===== config.mk =====
export PLATFORM = sky130hd
export DESIGN_NAME = pipe_stage_reg
export DESIGN_NICKNAME = d
export VERILOG_FILES = /design/src/rtl/pipe_pkg.sv /design/src/rtl/pipe_stage_reg.sv
export SDC_FILE = /design/constraint.sdc
export NUM_CORES = 1
export LEC_CHECK = 0
export ABC_CLOCK_PERIOD_IN_PS = 2600
export BUFFER_PORTS_ARGS = -buffer_cell sky130_fd_sc_hd__buf_2
export CAP_MARGIN = 5
export CORE_ASPECT_RATIO = 1.1
export CORE_MARGIN = 3
export CORE_UTILIZATION = 53
export CTS_CLUSTER_DIAMETER = 80
export DETAILED_ROUTE_END_ITERATION = 10
export MAX_ROUTING_LAYER = met4
export PLACE_DENSITY = 0.79
export SLEW_MARGIN = 20
export SYNTH_ARGS = -nofsm -noshare
export SYNTH_HDL_FRONTEND = slang
export SYNTH_SLANG_ARGS = --single-unit

===== constraint.sdc =====
create_clock -name clk -period 2.6 [get_ports clk]
set_clock_uncertainty 0.2 [all_clocks]
set_input_delay 0.13 -clock clk [delete_from_list [all_inputs] [get_ports clk]]
set_output_delay 0.13 -clock clk [all_outputs]
set_load 0.02 [all_outputs]

===== src/rtl/pipe_pkg.sv =====
// Shared definitions for the generic pipeline stage register.
//   ps_state_t : occupancy state of a stage (EMPTY / HALF / FULL), encoded
//                so that the state value equals the number of held entries.
//   *_W        : payload widths of the individual core stage bundles. Narrower
//                bundles are zero-padded up to PS_WIDTH when carried.
package pipe_pkg;

  typedef enum logic [1:0] {
    PS_EMPTY = 2'd0,
    PS_HALF  = 2'd1,
    PS_FULL  = 2'd2
  } ps_state_t;

  // pc + instr
  localparam int unsigned IFID_W  = 32 + 32;
  // pc + instr + rs1 + rs2 + imm + rd + control
  localparam int unsigned IDEX_W  = 32 + 32 + 32 + 32 + 32 + 5 + 11;
  // pc + alu result + store data + rd + control
  localparam int unsigned EXMEM_W = 32 + 32 + 32 + 5 + 8;
  // result + rd + control
  localparam int unsigned MEMWB_W = 32 + 5 + 4;

  function automatic int unsigned max4(input int unsigned a, input int unsigned b,
                                       input int unsigned c, input int unsigned d);
    int unsigned m;
    m = a;
    if (b > m) m = b;
    if (c > m) m = c;
    if (d > m) m = d;
    return m;
  endfunction

  // Widest stage bundle; every stage instance can use this as its WIDTH.
  localparam int unsigned PS_WIDTH = max4(IFID_W, IDEX_W, EXMEM_W, MEMWB_W);

endpackage


===== src/rtl/pipe_stage_reg.sv =====
// Generic pipeline stage register with valid/ready handshake and a 2-entry
// skid buffer. Latency 1 cycle, throughput 1 transfer/cycle.
//
// Optional feature: define PIPE_STAGE_PERF_EN to build the saturating
// stall/bubble performance counters (and the CNT_W parameter and ports).
//
// Ports
//   clk           core clock, all state updates on posedge
//   reset         synchronous, active-low reset
//   in_valid      upstream presents in_payload
//   in_ready      stage can accept (function of state only)
//   in_payload    upstream payload, WIDTH bits
//   flush         discard all held entries and any payload accepted this cycle
//   out_valid     out_payload is valid
//   out_ready     downstream accepts out_payload this cycle
//   out_payload   oldest held payload
//   occupancy     number of held entries (0..2)
//   stall_cycles  [PIPE_STAGE_PERF_EN] cycles with out_valid=1, out_ready=0
//   bubble_cycles [PIPE_STAGE_PERF_EN] cycles with out_valid=0
//
// state    | meaning
// PS_EMPTY | nothing held
// PS_HALF  | one entry in main_q
// PS_FULL  | main_q holds oldest, skid_q holds the younger entry
module pipe_stage_reg
  import pipe_pkg::*;
#(
  parameter int unsigned WIDTH = PS_WIDTH
`ifdef PIPE_STAGE_PERF_EN
  , parameter int unsigned CNT_W = 16
`endif
) (
  input  logic             clk,
  input  logic             reset,
  input  logic             in_valid,
  output logic             in_ready,
  input  logic [WIDTH-1:0] in_payload,
  input  logic             flush,
  output logic             out_valid,
  input  logic             out_ready,
  output logic [WIDTH-1:0] out_payload,
  output logic [1:0]       occupancy
`ifdef PIPE_STAGE_PERF_EN
  , output logic [CNT_W-1:0] stall_cycles,
  output logic [CNT_W-1:0]   bubble_cycles
`endif
);

  ps_state_t        state_q, state_d;
  logic [WIDTH-1:0] main_q, main_d;
  logic [WIDTH-1:0] skid_q, skid_d;
  logic             in_fire, out_fire;

  // The state encoding equals the entry count.
  assign occupancy   = state_q;
  assign out_valid   = (state_q != PS_EMPTY);
  assign in_ready    = (state_q != PS_FULL);
  assign out_payload = main_q;

  assign in_fire  = in_valid & in_ready;
  assign out_fire = out_valid & out_ready;

  always_comb begin
    state_d = state_q;
    main_d  = main_q;
    skid_d  = skid_q;
    if (flush) begin
      // Whatever was accepted this cycle is dropped; payload registers keep
      // their stale contents since out_valid masks them.
      state_d = PS_EMPTY;
    end else begin
      unique case (state_q)
        PS_EMPTY: begin
          if (in_fire) begin
            state_d = PS_HALF;
            main_d  = in_payload;
          end
        end
        PS_HALF: begin
          if (in_fire && out_fire) begin
            main_d = in_payload;
          end else if (in_fire) begin
            state_d = PS_FULL;
            skid_d  = in_payload;
          end else if (out_fire) begin
            state_d = PS_EMPTY;
          end
        end
        PS_FULL: begin
          if (out_fire) begin
            state_d = PS_HALF;
            main_d  = skid_q;
          end
        end
        default: state_d = PS_EMPTY;
      endcase
    end
  end

  always_ff @(posedge clk) begin
    if (!reset) begin
      state_q <= PS_EMPTY;
      main_q  <= '0;
      skid_q  <= '0;
    end else begin
      state_q <= state_d;
      main_q  <= main_d;
      skid_q  <= skid_d;
    end
  end

`ifdef PIPE_STAGE_PERF_EN
  logic [CNT_W-1:0] stall_q, bubble_q;

  // Saturating counters; flush does not clear them.
  always_ff @(posedge clk) begin
    if (!reset) begin
      stall_q  <= '0;
      bubble_q <= '0;
    end else begin
      if (out_valid && !out_ready && (stall_q != '1)) stall_q <= stall_q + 1'b1;
      if (!out_valid && (bubble_q != '1))             bubble_q <= bubble_q + 1'b1;
    end
  end

  assign stall_cycles  = stall_q;
  assign bubble_cycles = bubble_q;
`endif

endmodule


==> key figures <==
Detailed routing
  – Detail Route Antenna Nets: 0
  – Pre-Repair DR Iteration Count: 5
  – Number of DRC markers in iteration 0: 1192
  – Routed via count: 14650
  – Post-Route WL: 47.62 mm
  – Drt wl/cell: 19.47 um
  – Drc violations: 0
  – Routed vias/inst: ~6

Place
  – Hpwl dp: ~26 mm
  – Port-buffer cells: 360
  – Placer Congestion: approximately 0.8
  – Dpl cells: approximately 2200

Floorplan
  – Number of I/O pins: 361
  – Die width: 164.5 um
  – Die Area: just under 30000 sq um
  – Die H: 180.4 um
  – Starting density of the core: 54.03%
  – Num rows: 63
  – Core footprint: ~27000 sq um

Power and ir drop
  – Pwr/cell area: 624.5 nW/um^2
  – Psw: 3.070 mW
  – Switch share: 24.81%
  – Leak: 9.104 nW
  – Flop pwr share: 46.0%
  – Cell internal pwr: approximately 9.3 mW
  – Clk pwr share: 41.9%
  – VDD IR max: 0.0005605 V
  – Gate power share: 12.1%

Critical path
  – CP bufs+invs: 1
  – CP max FO: 50
  – Crit path cell chain: nand2b_1, or3_4, nand2_1, a21oi_1, dlygate4sd3_1
  – R2R setup slack: 0.15 ns
  – Crit path kind: flop to flop
  – Startpoint class of the critical path: flop
  – Crit path max-delay family: simple AND/OR/NAND/NOR gates
  – Max stage delay on crit path: 0.68 ns
  – Critical Path End Type: flop
  – Slowest CP cell: or3_4
  – Critical path arrival: 2.64 ns
  – CP required: 2.79 ns

Synthesis
  – Synth Register Bits: 354
  – Synth cell types: 27
  – Post-synthesis sequential area ratio: 48.37%
  – Avg Cell Area, Syn: 9.128 sq um
  – Syn nets: between 1500 and 2000
  – Cells after synthesis: approximately 1600
  – Yosys warning count: 0
  – Netlist area before placement: roughly 15000 sq um

Flow run
  – Max cap viols: 0

Clocking
  – Clk Latency, worst-skew pair: just over 0.5 ns
  – TritonCTS clock tree: yes
  – Clk root buf: clkbuf_16
  – H-tree levels: 2
  – Cts bufs inserted: 37
  – CTS clk-pin slew, worst paths: 0.06 ns
  – CTS Sinks: 354
  – Max Root-Sink Buffers: 3

GRT
  – Tot GR Track Use: 31.12%
  – Largest net degree at the start of global routing: 177
  – Vias in the first global route: 14560
  – GR Overflow Total: 0
  – Initial antenna violation count: 4
  – First-pass GRT wire length: 74.33 mm

STA
  – Slew Limit Headroom: 34.05%
  – Final min period: between 2 and 2.5 ns
  – RSZ-0062 raised after global routing: no
  – Setup TNS: 0 ns
  – Worst Tran Pin Value: 0.9892 ns
  – Final Setup Violations: 0
  – Final-report max-slew violation count: 0
  – Fmax: 407.8 MHz
  – Final worst path period share: 94.32%
  – Final hold violations: 0

Min path
  – Worst hold path type: primary input to flop

Finish
  – Synth-to-Final Area Change: 35.26%
  – Fin nets: around 2200
  – Post-route core utilization: 73.08%
  – Share of cells above drive strength 1: 23.99%
  – Finished Layout Cells: 2446

Status
  – Outcome: complete, no violations
timing repair:
| item | in CTS | in global routing |
|---|---|---|
| hold endpoints to repair | 352 | 0 |
| hold buffers | 192 | 0 |
| setup endpoints to repair | 0 | 5 |
| buffers inserted | 0 | 3 |
| resized for setup | 0 | 2 |
Yosys cell counts:
cell type | n | area [sq um]
a21oi_1 | 177 | 885.9
nand2b_1 | 3 | 18.77
nor3_2 | 1 | 10.01
a31o_1 | 140 | 1226
a21oi_2 | 1 | 8.760
or2_1 | 1 | 6.260
buf_6 | 10 | 112.6
o211ai_1 | 4 | 30.03
mux2i_1 | 176 | 1762
inv_1 | 1 | 3.750
buf_1 | 3 | 11.26
buf_4 | 14 | 105.1
nor3_1 | 1 | 5.000
and3b_1 | 1 | 8.760
a31o_2 | 32 | 280.3
a2111oi_0 | 1 | 8.760
or2_2 | 1 | 6.260
o22a_1 | 1 | 8.760
buf_2 | 36 | 180.2
o21a_1 | 1 | 7.510
clkbuf_1 | 114 | 427.9
nor4_1 | 172 | 1076
or3_1 | 1 | 6.260
dfxtp_1 | 354 | 7087
nor2b_2 | 1 | 8.760
o31ai_1 | 4 | 30.03
nand2_1 | 354 | 1329
state kept, by name, indices dropped and copies added (netlist names):
register,flops
out_payload,176
skid_q,176
occupancy,2
final timing paths:
| check | from | endpoint | depth (start not counted) |
|---|---|---|---|
| worst max-delay path | occupancy[0]$_SDFFE_PP0P_ | skid_q[86]$_SDFFE_PN0P_ | 5 |
| worst min-delay path | in_valid | skid_q[13]$_SDFFE_PN0P_ | 6 |
| worst max register to register | occupancy[0]$_SDFFE_PP0P_ | skid_q[86]$_SDFFE_PN0P_ | 5 |
| worst min register to register | skid_q[128]$_SDFFE_PN0P_ | skid_q[128]$_SDFFE_PN0P_ | 2 |
power by group through the flow:
stage	sequential [mW]	clock, mW	combinational [mW]
2_1_floorplan	5.96	0	0.567
4_1_cts	5.68	5.25	1.45
5_1_grt	5.70	5.45	1.60
3_3_place_gp	5.79	0	1.21
6_report	5.69	5.19	1.50
3_5_place_dp	5.80	0	1.23
stage by stage:
| stage | power, mW | area [sq um] | setup slack (ns) | hold WS [ns] |
|---|---|---|---|---|
| 2_1_floorplan | 6.526 | 14650 | 0.6518 | 0.02154 |
| 3_3_place_gp | 7.000 | 16640 | 0.5426 | 0.1623 |
| 3_5_place_dp | 7.027 | 16640 | 0.4405 | 0.1833 |
| 4_1_cts | 12.39 | 19750 | 0.1029 | 0.1586 |
| 5_1_grt | 12.75 | 19810 | 0.02591 | 0.2253 |
| 6_report | 12.38 | 19820 | 0.1477 | 0.2111 |
tightest hold or removal path, delay by kind of cell:
kind | cells | cell delay [ns]
and+or+nand+nor | 3 | 0.31
AOI/OAI and AO/OA | 1 | 0.05
buffers and inverters | 2 | 0.36
layout make-up:
class / count / area, sq um
diodes: 5 / 12.51
clock buffers: 51 / 1079
clock inverters: 11 / 108.9
fillers: 1851 / 7301
inverters: 1 / 11.26
multi-input cells: 1073 / 6751
flip-flops and latches: 354 / 7087
well taps: 357 / 446.7
repair buffers: 594 / 4319
cell families (layout without fill, tap and decap cells):
group,after synthesis,in the layout,synth area share [%]
buf+inv,178,657,5.739
compound gates,361,361,16.97
flops,354,354,48.37
other cells,0,5,0
simple gates,536,536,16.89
mux,176,176,12.02
routing by layer:
metal	part of all wire, %	up-vias	track usage (%)
met4	5.1	0	15.60
met2	49	687	50.61
met1	38	7038	35.54
li1	-	6732	-
met5	0	-	-
met3	7.9	190	7.586
layout by cell type (no fill, tap or decap), drive strengths merged:
cell         count
o211ai           4
mux2i          176
dlygate4sd3    192
nor4           172
nor2b            1
a2111oi          1
inv              1
diode            5
nand2b           3
and3b            1
nor3             2
buf            400
or2              2
clkinv           9
clkbuf          53
o31ai            4
a21oi          178
nand2          354
or3              1
bufinv           2
o22a             1
a31o           172
dfxtp          354
o21a             1
No activity file was read; power rests on OpenSTA's default activity.
